File: src/rtl/multicycle_controller.sv
// Control FSM for the multi-cycle RV32I datapath. Sequences fetch/decode/execute for
// lw, sw, R-type, I-type ALU, beq and jal, and drives datapath enables, mux selects and
// the 4-bit ALU operation code. Moore-style except pc_write in BEQ, which follows zero.
module multicycle_controller #(
   parameter bit ILLEGAL_TRAP = 1'b1  // 1: illegal instr locks in ERROR; 0: skipped as NOP
) (
   input  logic       clk,
   input  logic       reset,
   input  logic [6:0] op,
   input  logic [2:0] funct3,
   input  logic       funct7b5,
   input  logic       zero,
   output logic       pc_write,
   output logic       adr_src,
   output logic       mem_write,
   output logic       ir_write,
   output logic       reg_write,
   output logic [1:0] result_src,
   output logic [1:0] alu_src_a,
   output logic [1:0] alu_src_b,
   output logic [1:0] imm_src,
   output logic [3:0] alu_control,
   output logic       instr_done,
   output logic       illegal,
   output logic [3:0] state_dbg
);

   typedef enum logic [3:0] {
      StFetch    = 4'd0,
      StDecode   = 4'd1,
      StMemAdr   = 4'd2,
      StMemRead  = 4'd3,
      StMemWb    = 4'd4,
      StMemWrite = 4'd5,
      StExecR    = 4'd6,
      StExecI    = 4'd7,
      StAluWb    = 4'd8,
      StBeq      = 4'd9,
      StJal      = 4'd10,
      StError    = 4'd11
   } state_e;

   localparam logic [6:0] OpLoad  = 7'b0000011;
   localparam logic [6:0] OpStore = 7'b0100011;
   localparam logic [6:0] OpRType = 7'b0110011;
   localparam logic [6:0] OpIType = 7'b0010011;
   localparam logic [6:0] OpBeq   = 7'b1100011;
   localparam logic [6:0] OpJal   = 7'b1101111;

   localparam logic [3:0] AluAnd = 4'b0000;
   localparam logic [3:0] AluOr  = 4'b0001;
   localparam logic [3:0] AluAdd = 4'b0010;
   localparam logic [3:0] AluSub = 4'b0110;
   localparam logic [3:0] AluSlt = 4'b0111;
   localparam logic [3:0] AluXor = 4'b1100;

   localparam state_e IllegalNext = ILLEGAL_TRAP ? StError : StFetch;

   state_e     state_q, state_d;
   logic [3:0] alu_dec;
   logic       funct3_ok;

   // State register; reset forces FETCH immediately, abandoning any instruction.
   always_ff @(posedge clk or posedge reset) begin
      if (reset) begin
         state_q <= StFetch;
      end else begin
         state_q <= state_d;
      end
   end

   // funct3 -> ALU op for the execute states; unsupported encodings flag illegal.
   always_comb begin
      alu_dec   = AluAdd;
      funct3_ok = 1'b1;
      unique case (funct3)
         3'b000:  alu_dec = AluAdd;
         3'b010:  alu_dec = AluSlt;
         3'b100:  alu_dec = AluXor;
         3'b110:  alu_dec = AluOr;
         3'b111:  alu_dec = AluAnd;
         default: funct3_ok = 1'b0;
      endcase
   end

   // Immediate format follows the opcode alone, independent of state.
   always_comb begin
      imm_src = 2'b00;
      unique case (op)
         OpStore: imm_src = 2'b01;
         OpBeq:   imm_src = 2'b10;
         OpJal:   imm_src = 2'b11;
         default: imm_src = 2'b00;
      endcase
   end

   // Next-state and per-state outputs; enables are masked while reset is held.
   always_comb begin
      state_d     = state_q;
      pc_write    = 1'b0;
      adr_src     = 1'b0;
      mem_write   = 1'b0;
      ir_write    = 1'b0;
      reg_write   = 1'b0;
      result_src  = 2'b00;
      alu_src_a   = 2'b00;
      alu_src_b   = 2'b00;
      alu_control = AluAnd;
      instr_done  = 1'b0;
      illegal     = 1'b0;

      unique case (state_q)
         StFetch: begin
            ir_write    = 1'b1;
            alu_src_b   = 2'b10;
            alu_control = AluAdd;
            result_src  = 2'b10;
            pc_write    = 1'b1;
            state_d     = StDecode;
         end
         StDecode: begin
            // Precompute PC-relative target into ALUOut for beq/jal.
            alu_src_a   = 2'b01;
            alu_src_b   = 2'b01;
            alu_control = AluAdd;
            unique case (op)
               OpLoad, OpStore: state_d = StMemAdr;
               OpRType:         state_d = StExecR;
               OpIType:         state_d = StExecI;
               OpBeq:           state_d = StBeq;
               OpJal:           state_d = StJal;
               default:         state_d = IllegalNext;
            endcase
         end
         StMemAdr: begin
            alu_src_a   = 2'b10;
            alu_src_b   = 2'b01;
            alu_control = AluAdd;
            state_d     = (op == OpStore) ? StMemWrite : StMemRead;
         end
         StMemRead: begin
            adr_src = 1'b1;
            state_d = StMemWb;
         end
         StMemWb: begin
            result_src = 2'b01;
            reg_write  = 1'b1;
            instr_done = 1'b1;
            state_d    = StFetch;
         end
         StMemWrite: begin
            adr_src    = 1'b1;
            mem_write  = 1'b1;
            instr_done = 1'b1;
            state_d    = StFetch;
         end
         StExecR: begin
            alu_src_a   = 2'b10;
            alu_src_b   = 2'b00;
            alu_control = (funct3 == 3'b000 && funct7b5) ? AluSub : alu_dec;
            state_d     = funct3_ok ? StAluWb : IllegalNext;
         end
         StExecI: begin
            // funct7b5 ignored: there is no SUBI.
            alu_src_a   = 2'b10;
            alu_src_b   = 2'b01;
            alu_control = alu_dec;
            state_d     = funct3_ok ? StAluWb : IllegalNext;
         end
         StAluWb: begin
            result_src = 2'b00;
            reg_write  = 1'b1;
            instr_done = 1'b1;
            state_d    = StFetch;
         end
         StBeq: begin
            alu_src_a   = 2'b10;
            alu_src_b   = 2'b00;
            alu_control = AluSub;
            result_src  = 2'b00;
            pc_write    = zero;
            instr_done  = 1'b1;
            state_d     = StFetch;
         end
         StJal: begin
            // PC <- ALUOut (target from DECODE) while ALU forms OldPC+4 for rd.
            alu_src_a   = 2'b01;
            alu_src_b   = 2'b10;
            alu_control = AluAdd;
            result_src  = 2'b00;
            pc_write    = 1'b1;
            state_d     = StAluWb;
         end
         StError: begin
            illegal = 1'b1;
            state_d = StError;
         end
         default: begin
            state_d = StFetch;
         end
      endcase

      if (reset) begin
         pc_write   = 1'b0;
         mem_write  = 1'b0;
         ir_write   = 1'b0;
         reg_write  = 1'b0;
         instr_done = 1'b0;
         illegal    = 1'b0;
      end
   end

   assign state_dbg = state_q;

endmodule

File: config.mk
export PLATFORM = sky130hd
export DESIGN_NAME = multicycle_controller
export DESIGN_NICKNAME = d
export VERILOG_FILES = /design/src/rtl/multicycle_controller.sv
export SDC_FILE = /design/constraint.sdc
export NUM_CORES = 1
export LEC_CHECK = 0
export CORE_AREA = 2 2 46 48
export CTS_CLUSTER_SIZE = 24
export DETAILED_ROUTE_END_ITERATION = 12
export DIE_AREA = 0 0 48 50
export PLACE_DENSITY = 0.74
export SETUP_SLACK_MARGIN = 0.15
export SYNTH_ARGS = -nofsm -noshare
export SYNTH_HDL_FRONTEND = slang
export SYNTH_SLANG_ARGS = --single-unit
export TNS_END_PERCENT = 20
File: constraint.sdc
create_clock -name clk -period 1.4 [get_ports clk]
set_input_delay 0.35 -clock clk [delete_from_list [all_inputs] [get_ports clk]]
set_output_delay 0.35 -clock clk [all_outputs]
set_load 0.1 [all_outputs]
==> summary.md <==
| Metric | Value |
|---|---|
| Reg2reg path depth | 5 |
| DR WL/cell | approximately 20 um |
| Final GP Congestion | slightly above 0.8 |
| Routed vias/inst | 5.71 |
| Die area | about 2400 sq um |
| Synthesis Warnings | 0 |
| Seq cells post-synth | 4 |
| TritonCTS clock tree | yes |
| R2r setup slk | -0.21 ns |
| Failing checks | negative setup slack |
| Slew Viols, Final | 0 |
| Uppermost layer routed | met4 |
| Area of the core | roughly 1900 sq um |
| Count of cell types in the netlist | 34 |
| Wire length of the first global-routing pass | 4.64 mm |
| H-Tree Depth | 1 |
| Reg2Reg Launch Point | state_dbg[0] |
| Post-synthesis adder-cell area fraction | 0 |
| Worst Skew | 0.00897 ns |
| Post-synth top area cell | dfrtp_1 |
| Later-pin clock latency in the skew report | approximately 0.26 ns |
| First-pass DRT Iterations | 4 |
| # diodes | 0 |
| Initial antenna violation count | 0 |
| Synth top area cells | dfrtp_1 17%, nor3_1 6.6%, buf_6 5.6% |
| Required time of the critical path | ~1.1 ns |
| Setup TNS Final | -10.40 ns |
| Vias in the first global route | between 1k and 1.5k |
| XOR/XNOR share of the synthesized area | 0.0289 |
| Largest net degree at the start of global routing | 10 |
| R2r endpoint | state_dbg[0] |
| Avg Inst Size Synth | 7.57 sq um |
| Hold crit path type | in2async |
| CTS max path bufs | 2 |
| Most common cell after layout, fill and taps aside | buf_4 |
| Top cell type's share of synthesized area | 0.165 |
| Port bufs | 36 |
| Remaining antenna violation count | 0 |
| Layout area overhead | 186% |
| Total Routing Usage GR | 0.278 |
| Post-synthesis compound-gate area fraction | 0.219 |
| Worst-path clk slew | ~0.050 ns |
| Worst slew pin tran | 0.332 ns |
| Register area share after synthesis | 0.165 |
| Synthesized area | roughly 600 sq um |
| Final min period | about 2 ns |
| Met2 wire length | 1.79 mm |
| Die height | approximately 50 um |
| Crit path launch type | flop |
| Post-CTS Setup Repair Bufs | 0 |
| Metal3 WL | ~180 um |
| Met1 Wirelength | roughly 1.2 mm |
| Iteration-0 DRC Markers | 31 |
| Post-DP HPWL | between 2 and 2.5 mm |
| Final wirelength | about 3.4 mm |
| Worst EP arrival | roughly 1.7 ns |
| Final net count | between 150 and 200 |
| Syn_nets | between 90 and 100 |
| CP cell instances | buf_4 > nor2b_4 > inv_1 > nor4_4 > buf_12 |
| Slowest cell on the critical path | dfrtp_4 |
| Largest family of logic cells by synthesized area | simple AND/OR/NAND/NOR gates |
| I/O pin count | 37 |
| Initial Utilization | 0.318 |
| Max FFs per register | 4 |
| Post-synth EDFFs | 0 |
| Vias | just under 1k |
| Max-Cap Viols | 0 |
| Worst setup margin | -0.605 ns |
| CP peak stage delay | about 0.46 ns |
| Leading cell types in the layout, fill and taps excluded | 26 x buf_4, 23 x buf_12, 8 x nand2_1 |
| Total gr overflow | 0 |
| Gate Count Post-Synth | 80 |
| Status | finished, violations left |
| Main flop type after synthesis | dfrtp_1 |
| Period utilization | 1.43 |
| Setup CP Type | reg2out |
| Mux cell area share after synthesis | 0 |
| Final setup fails | 26 |
| CTS buffer count | 3 |
| Ys async rst share | 1.00 |
| Final hold vios | 0 |
| Final std cells w/o fill | roughly 170 |
| TritonCTS Sinks | 4 |
| Max Freq | between 400 and 500 MHz |
| Cell Rows | 16 |
| Layout cells sized above 1 | 0.685 |
| Placed Cells | 170 |
| CP Capture Type | output pin |
| Die W | about 48 um |
| Simple-gate share of the synthesized area | 0.455 |
| CTS root buffer | clkbuf_4 |
| RSZ-0062 raised after global routing | true |
| Worst slew margin | 0.777 |
| Residual DRC count | 0 |
| Worst Path Max Fanout | 7 |
[routing by layer]
layer	GRT usage	vias up
li1	-	441
met1	0.304	469
met2	0.464	59
met3	0.0696	18
met4	0.144	0
met5	0	-
[cell type report]
type / count / area [sq um]
clock buffer: 3 / 22.5
inverter: 5 / 18.8
sequential: 4 / 113
fill: 75 / 173
timing repair buffer: 68 / 853
tap: 27 / 33.8
multi-input combinational: 66 / 688
[cells by family (layout without fill, tap and decap cells)]
kind of cell / Yosys count / in the layout
flops: 4 / 4
xor+xnor: 2 / 2
simple gates: 46 / 46
compound gates: 18 / 18
buf+inv: 10 / 76
[how the worst max path moves through the flow]
| stage | end | from | cells after the start | slack [ns] |
|---|---|---|---|---|
| 2_1_floorplan | reg_write | state_dbg[3] | 4 | -1.08 |
| 3_3_place_gp | imm_src[1] | op[1] | 5 | -0.49 |
| 3_5_place_dp | alu_control[2] | funct3[0] | 4 | -0.54 |
| 4_1_cts | pc_write | state_dbg[3] | 4 | -0.58 |
| 5_1_grt | pc_write | state_dbg[1] | 4 | -0.65 |
| 6_report | illegal | state_dbg[3] | 5 | -0.60 |
[critical path: cells and delay by family, from the launching register on]
family | cells | cell delay (ns)
buffers and inverters | 3 | 0.50
flip-flops | 1 | 0.46
AND/OR/NAND/NOR | 2 | 0.43
[Yosys cell counts (2+ instances only)]
master	number
a21oi_1	2
buf_6	3
clkbuf_8	2
dfrtp_1	4
inv_1	5
nand2_1	8
nand4b_1	2
nor2_1	6
nor2b_1	5
nor3_1	8
nor3b_1	3
nor4_1	4
o211ai_1	2
o21ai_0	2
o22ai_1	3
or3_4	2
xnor2_1	2
[what timing repair did]
action | in CTS | in global routing
resized for setup | 18 | 10
pin swaps | 4 | 3
hold endpoints to repair | 0 | 0
hold buffers | 0 | 0
setup endpoints to repair | 27 | 27
[stage by stage]
step                      hold slack, ns  area [sq um]  setup WS, ns   util
after floorplan                    0.116           802         -1.08      -
after global placement             0.634          1610        -0.491  0.844
after detailed placement           0.635          1610        -0.540  0.844
after CTS                          0.363          1690        -0.579  0.889
after global routing               0.371          1730        -0.647  0.909
final                              0.360          1730        -0.605  0.909
Power is not shown: default switching activity piles up to over one toggle a cycle in this logic, so the estimate is an artifact.
